===== config.mk =====
export PLATFORM = sky130hd
export DESIGN_NAME = mdio_master
export DESIGN_NICKNAME = d
export VERILOG_FILES = /design/src/rtl/mdio_pkg.sv /design/src/rtl/mdio_clkgen.sv /design/src/rtl/mdio_master.sv
export SDC_FILE = /design/constraint.sdc
export NUM_CORES = 1
export LEC_CHECK = 0
export BUFFER_PORTS_ARGS = -buffer_cell sky130_fd_sc_hd__buf_2
export CORE_ASPECT_RATIO = 0.7
export CORE_MARGIN = 5
export CORE_UTILIZATION = 40
export CTS_CLUSTER_DIAMETER = 60
export CTS_CLUSTER_SIZE = 20
export DETAILED_ROUTE_END_ITERATION = 10
export PLACE_DENSITY = 0.67
export SETUP_SLACK_MARGIN = 0.5
export SLEW_MARGIN = 20
export SYNTH_ARGS = -nofsm -noshare
export SYNTH_HDL_FRONTEND = slang
export SYNTH_SLANG_ARGS = --single-unit

===== constraint.sdc =====
create_clock -name clk -period 2.55 [get_ports clk]
set_input_delay 0.1275 -clock clk [delete_from_list [all_inputs] [get_ports clk]]
set_output_delay 0.1275 -clock clk [all_outputs]
set_load 0.05 [all_outputs]

===== src/rtl/mdio_pkg.sv =====
// mdio_pkg: Clause 22 MDIO frame constants, FSM encoding and frame builder.
package mdio_pkg;
  localparam logic [1:0] MDIO_ST    = 2'b01;
  localparam logic [1:0] MDIO_OP_WR = 2'b01;
  localparam logic [1:0] MDIO_OP_RD = 2'b10;
  localparam logic [1:0] MDIO_TA_WR = 2'b10;
  localparam int MDIO_FRAME_LEN = 32;
  typedef enum logic [1:0] {S_IDLE, S_PRE, S_FRAME, S_GAP} mdio_state_e;
  // Read frames pad TA/DATA with ones; those bits are never driven.
  function automatic logic [31:0] mdio_frame(input logic wr, input logic [4:0] phy,
                                             input logic [4:0] regad, input logic [15:0] wdata);
    return wr ? {MDIO_ST, MDIO_OP_WR, phy, regad, MDIO_TA_WR, wdata}
              : {MDIO_ST, MDIO_OP_RD, phy, regad, 18'h3FFFF};
  endfunction
endpackage


===== src/rtl/mdio_clkgen.sv =====
// mdio_clkgen: MDC generator with one-cycle rise/fall strobes, held at 0 when disabled.
module mdio_clkgen #(
  parameter int CLK_DIV = 10
) (
  input  logic clk,
  input  logic rst,
  input  logic en,
  output logic mdc,
  output logic rise,
  output logic fall
);
  localparam logic [7:0] LAST = 8'(CLK_DIV - 1);
  logic [7:0] cnt_q, cnt_d;
  logic mdc_q, mdc_d, wrap;
  assign wrap = en && cnt_q == LAST;
  assign rise = wrap && !mdc_q;
  assign fall = wrap && mdc_q;
  assign mdc  = mdc_q;
  always_comb begin
    cnt_d = (!en || wrap) ? 8'd0 : cnt_q + 8'd1;
    mdc_d = en && (mdc_q ^ wrap);
  end
  always_ff @(posedge clk) begin
    if (rst) begin
      cnt_q <= '0;
      mdc_q <= 1'b0;
    end else begin
      cnt_q <= cnt_d;
      mdc_q <= mdc_d;
    end
  end
endmodule


===== src/rtl/mdio_master.sv =====
// mdio_master: Clause 22 MDIO master serialising host read/write commands onto MDC/MDIO.
module mdio_master
  import mdio_pkg::*;
#(
  parameter int CLK_DIV = 10,
  parameter int PRE_LEN = 32
) (
  input  logic        clk,
  input  logic        rst,
  input  logic        cmd_valid,
  output logic        cmd_ready,
  input  logic        cmd_write,
  input  logic [4:0]  cmd_phy,
  input  logic [4:0]  cmd_reg,
  input  logic [15:0] cmd_wdata,
  output logic        done,
  output logic        rd_valid,
  output logic [15:0] rd_data,
  output logic        rd_err,
  output logic        busy,
  output logic        mdc,
  output logic        mdio_o,
  output logic        mdio_oe,
  input  logic        mdio_i
);
  localparam logic [5:0] PRE_LAST = 6'(PRE_LEN - 1);
  localparam logic [5:0] FRM_LAST = 6'(MDIO_FRAME_LEN - 1);
  mdio_state_e state_q, state_d;
  logic [5:0]  cnt_q, cnt_d;
  logic [31:0] sr_q, sr_d, frame;
  logic [15:0] sh_q, sh_d, rd_data_q, rd_data_d;
  logic wr_q, wr_d, mdio_o_q, mdio_o_d, oe_q, oe_d, done_q, done_d;
  logic rd_valid_q, rd_valid_d, rd_err_q, rd_err_d, ta_q, ta_d;
  logic mdc_raw, rise, fall, accept;

  mdio_clkgen #(.CLK_DIV(CLK_DIV)) u_clkgen (
    .clk  (clk),
    .rst  (rst),
    .en   (busy),
    .mdc  (mdc_raw),
    .rise (rise),
    .fall (fall)
  );

  assign cmd_ready = state_q == S_IDLE;
  assign busy      = !cmd_ready;
  assign accept    = cmd_valid && cmd_ready;
  assign frame     = mdio_frame(cmd_write, cmd_phy, cmd_reg, cmd_wdata);
  // The gap bit keeps the divider running for timing but holds MDC low.
  assign mdc       = mdc_raw && state_q != S_GAP;
  assign mdio_o    = mdio_o_q;
  assign mdio_oe   = oe_q;
  assign done      = done_q;
  assign rd_valid  = rd_valid_q;
  assign rd_data   = rd_data_q;
  assign rd_err    = rd_err_q;

  always_comb begin
    state_d    = state_q;
    cnt_d      = cnt_q;
    sr_d       = sr_q;
    wr_d       = wr_q;
    mdio_o_d   = mdio_o_q;
    oe_d       = oe_q;
    done_d     = 1'b0;
    rd_valid_d = 1'b0;
    rd_data_d  = rd_data_q;
    rd_err_d   = rd_err_q;
    sh_d       = sh_q;
    ta_d       = ta_q;
    if (accept) begin
      wr_d = cmd_write;
      oe_d = 1'b1;
      if (PRE_LEN > 0) begin
        state_d  = S_PRE;
        cnt_d    = PRE_LAST;
        sr_d     = frame;
        mdio_o_d = 1'b1;
      end else begin
        state_d  = S_FRAME;
        cnt_d    = FRM_LAST;
        sr_d     = {frame[30:0], 1'b0};
        mdio_o_d = frame[31];
      end
    end
    // cnt 16 is the second TA bit; cnt 15..0 are DATA bits.
    if (rise && state_q == S_FRAME && !wr_q) begin
      if (cnt_q == 6'd16) ta_d = mdio_i;
      if (cnt_q < 6'd16) sh_d = {sh_q[14:0], mdio_i};
    end
    if (fall) begin
      case (state_q)
        S_PRE: begin
          cnt_d = cnt_q - 6'd1;
          if (cnt_q == '0) begin
            state_d  = S_FRAME;
            cnt_d    = FRM_LAST;
            mdio_o_d = sr_q[31];
            sr_d     = {sr_q[30:0], 1'b0};
          end
        end
        S_FRAME: begin
          if (cnt_q == '0) begin
            state_d  = S_GAP;
            mdio_o_d = 1'b1;
            oe_d     = 1'b0;
          end else begin
            cnt_d    = cnt_q - 6'd1;
            mdio_o_d = sr_q[31];
            sr_d     = {sr_q[30:0], 1'b0};
            oe_d     = wr_q || cnt_q > 6'd18;
          end
        end
        S_GAP: begin
          state_d    = S_IDLE;
          done_d     = 1'b1;
          rd_valid_d = !wr_q;
          rd_data_d  = wr_q ? rd_data_q : sh_q;
          rd_err_d   = wr_q ? rd_err_q : ta_q;
        end
        default: state_d = S_IDLE;
      endcase
    end
  end

  always_ff @(posedge clk) begin
    if (rst) begin
      state_q    <= S_IDLE;
      cnt_q      <= '0;
      sr_q       <= '0;
      wr_q       <= 1'b0;
      mdio_o_q   <= 1'b1;
      oe_q       <= 1'b0;
      done_q     <= 1'b0;
      rd_valid_q <= 1'b0;
      rd_data_q  <= '0;
      rd_err_q   <= 1'b0;
      sh_q       <= '0;
      ta_q       <= 1'b0;
    end else begin
      state_q    <= state_d;
      cnt_q      <= cnt_d;
      sr_q       <= sr_d;
      wr_q       <= wr_d;
      mdio_o_q   <= mdio_o_d;
      oe_q       <= oe_d;
      done_q     <= done_d;
      rd_valid_q <= rd_valid_d;
      rd_data_q  <= rd_data_d;
      rd_err_q   <= rd_err_d;
      sh_q       <= sh_d;
      ta_q       <= ta_d;
    end
  end
endmodule


==> impl_metrics.py <==
metrics = {
    "outcome": {
        "outcome": "finished, final reports clean",
    },
    "timing": {
        "hold_viol_final": 0,
        "rsz0062_at_grt": "yes",
        "fin_tns_setup_ns": 0,
        "final-max-slew-violation-count": 0,
        "fin_crit_sh_pct": 82.22,
        "fin_worst_skew_ns": 0.009278,
        "fmax_ghz": 0.4770,
        "worstMarginPinSlew_ns": 0.4897,
        "slew_headroom_pct": 67.35,
        "setup_violations": 0,
        "period_minus_slack_ns": 2.097,
    },
    "hold_path": {
        "min-delay-path-class": "in2reg",
        "hold_depth": 3,
        "min_to": "ta_q$_SDFFE_PP0P_",
        "hold_path.startpoint": "mdio_i",
    },
    "floorplanning": {
        "core_sq_um": 9180,
        "dieHeight_um": 91.67,
        "dieArea_sq_um": 11610,
        "initial_core_util_pct": 41.52,
        "row_count": 29,
        "pin_count": 55,
        "die_w_um": 126.7,
    },
    "drt": {
        "dr.pass1.iters": 4,
        "drt_iter0_drc": 200,
        "vias": 3179,
        "drt-vias-per-instance": 5.325,
        "drt_wl_total_um": 9382,
        "drc": 0,
        "wl_per_cell_um": 15.72,
        "ant_nets": 0,
    },
    "placement": {
        "dp.cells": 563,
        "port_buffers": 54,
        "place_congestion": 0.8385,
        "dp.final_hpwl_um": 5451,
    },
    "synthesis": {
        "ys.flop_type": "dfxtp_1",
        "syn_inst": 409,
        "ys_seq_area_share_pct": 46.22,
        "synth_fp_nets": 450,
        "post_synth_instance_area_sq_um": 3811,
        "post_synth.cell_area_avg_sq_um": 9.318,
        "synth_cell_types": 51,
        "async_reset_ff_share_pct": 0,
        "synth_top_area_share_pct": 46.22,
        "synth_area_leaders": "dfxtp_1 (46%), o2bb2ai_1 (7.1%), mux2i_1 (7.1%)",
        "synth_top_cell_by_area": "dfxtp_1",
        "ys_warn_count": 0,
        "synth_edf_count": 0,
        "ys_ff_latch": 88,
    },
    "worst_setup_path": {
        "worstReg2RegEnd": "sr_q[16]$_SDFF_PP0_",
        "critPathRequiredTime_ns": 2.77,
        "cp_max_fo": 9,
        "worstReg2RegStart": "u_clkgen.cnt_q[6]$_SDFF_PP0_",
        "cp_data_arrival_time_ns": 2.32,
        "criticalPathCategory": "reg2reg",
        "cp-end-kind": "flip-flop",
        "rr_worst_depth": 9,
        "rrSetupSlack_ns": 0.45,
        "start_kind": "flip-flop",
    },
    "clock_network": {
        "cts_max_level": 3,
        "ctsHoldBuffers": 0,
        "clk_pin_slew_ns": 0.07,
        "clock_path_buffers": 2,
        "clkLatencyLatePin_ns": 0.34,
        "root_buffer": "clkbuf_16",
        "cts_buffers": 9,
        "cts_tree": "done",
        "cts_sinks": 88,
    },
    "power_and_ir_drop": {
        "max-vdd-ir-drop_mv": 0.3611,
        "swShare_pct": 24.71,
        "p_comb_share_pct": 8.8,
        "netSwitchingPower_uw": 759.2,
        "p_int_mw": 2.313,
        "power_density_nw_per_um2": 632.2,
        "power_leakage_nw": 1.864,
        "seqPwrFrac_pct": 47.7,
        "p_clk_share_pct": 43.5,
    },
    "layout": {
        "area_growth_pct": 27.51,
        "seq_area_sq_um": 1772,
        "antennaDiodeCount": 0,
        "drive_gt1_share_pct": 26.43,
        "multi_input_area_sq_um": 1977,
        "final_cells": 597,
        "fillerInstances": 844,
        "finish.net_count": 509,
        "layout_commonest_cell": "dfxtp_1",
        "final_cell_mix": "dfxtp_1 (82), buf_2 (54), nand2_1 (41), nor2_1 (40), o2bb2ai_1 (30)",
    },
    "global_route": {
        "track_usage_pct": 14.98,
        "grt_max_degree": 40,
        "grt_pass1_vias": 2938,
        "grt_pass1_wl_um": 14320,
        "overflow": 0,
        "antenna_found_initial": 0,
    },
    "flow_run": {
        "cap_viol_max_count": 0,
    },
}
==> sequential cells by signal, summed over array words and instances, names as in the netlist, 2 cells and up <==
signal          count
sh_q               16
rd_data            16
state_q             2
sr_q               32
u_clkgen.cnt_q      8
cnt_q               6
==> area by class of cell <==
cell class | count | share of cell area [%]
clock buffers | 10 | 4.712
repair buffers | 76 | 12.56
multi-input cells | 282 | 40.68
well taps | 124 | 3.193
flip-flops and latches | 88 | 36.46
inverters | 11 | 0.8496
clock inverters | 6 | 1.545
==> worst max path at each step <==
stage	startpoint	end	slack, ns	cells after the start
after detailed placement	u_clkgen.cnt_q[5]$_SDFF_PP0_	sr_q[7]$_SDFF_PP0_	0.29	8
after floorplan	u_clkgen.cnt_q[5]$_SDFF_PP0_	rd_data[8]$_SDFFE_PP0P_	0.50	11
after CTS	u_clkgen.cnt_q[6]$_SDFF_PP0_	sr_q[15]$_SDFF_PP0_	0.49	10
after global placement	u_clkgen.cnt_q[5]$_SDFF_PP0_	sr_q[7]$_SDFF_PP0_	0.34	8
after global routing	u_clkgen.cnt_q[6]$_SDFF_PP0_	sr_q[14]$_SDFF_PP0_	0.37	10
final	u_clkgen.cnt_q[6]$_SDFF_PP0_	sr_q[16]$_SDFF_PP0_	0.45	9
==> metal layers <==
layer | GRT usage [%] | vias up | wire length, um
met5 | 0 | - | 0
met4 | 3.929 | 0 | 68
met3 | 5.401 | 7 | 470
met2 | 21.52 | 73 | 4083
met1 | 21.28 | 1523 | 4760
li1 | - | 1576 | -
==> power groups by stage <==
stage          Sequential, mW  Clock (mW)  Combinational, mW
6_report                 1.46        1.34              0.272
5_1_grt                  1.47        1.44              0.300
3_5_place_dp             1.49           0              0.254
3_3_place_gp             1.49           0              0.249
2_1_floorplan            1.48           0              0.190
4_1_cts                  1.46        1.36              0.260
==> worst max-delay path, stage by stage (launching register included) <==
cell	delay [ns]
dfxtp_2	0.34
nor4b_4	0.29
nand3_2	0.15
nor2_4	0.11
ha_2	0.18
buf_4	0.16
nand2_8	0.08
o31ai_4	0.37
clkbuf_16	0.24
o2bb2ai_1	0.06
==> cells by family (layout without fill, tap and decap cells) <==
logic type      count (synthesis)  count (layout)  synth area share [%]
simple gates                  132             134                 17.17
flops                          88              88                 46.22
fa+ha+maj                      10              10                 3.283
compound gates                103             103                 19.07
buf+inv                        41             103                 5.318
xor+xnor                        8               8                 1.839
mux                            27              27                 7.091
==> cells in the mapped netlist (3+ instances only) <==
library cell   n
o21ai_0       21
dfxtp_1       88
o2bb2ai_1     31
and3_1         3
nand2_1       44
mux2i_1       27
clkbuf_1      11
nor2_1        42
a21oi_1       24
xor2_1         6
inv_1         11
buf_6          4
nand3_1        9
o22ai_1        4
ha_1          10
nand4_1        3
nand3b_1      16
buf_2         11
==> what timing repair did <==
item	CTS	global route
setup buffers	9	0
cloned	2	7
resized for setup	21	22
setup endpoints to repair	71	70
pin swaps	5	3
==> stage by stage <==
step | power (mW) | setup WS, ns | cell area, sq um | util [%] | hold slack [ns]
2_1_floorplan | 1.673 | 0.5011 | 3831 | - | 0.2714
3_3_place_gp | 1.739 | 0.3354 | 4182 | 45.55 | 0.3948
3_5_place_dp | 1.745 | 0.2862 | 4182 | 45.55 | 0.4018
4_1_cts | 3.085 | 0.4887 | 4692 | 51.11 | 0.04894
5_1_grt | 3.211 | 0.3696 | 4860 | 52.94 | 0.06034
6_report | 3.072 | 0.4534 | 4860 | 52.94 | 0.05219
No activity file was read; power rests on OpenSTA's default activity.
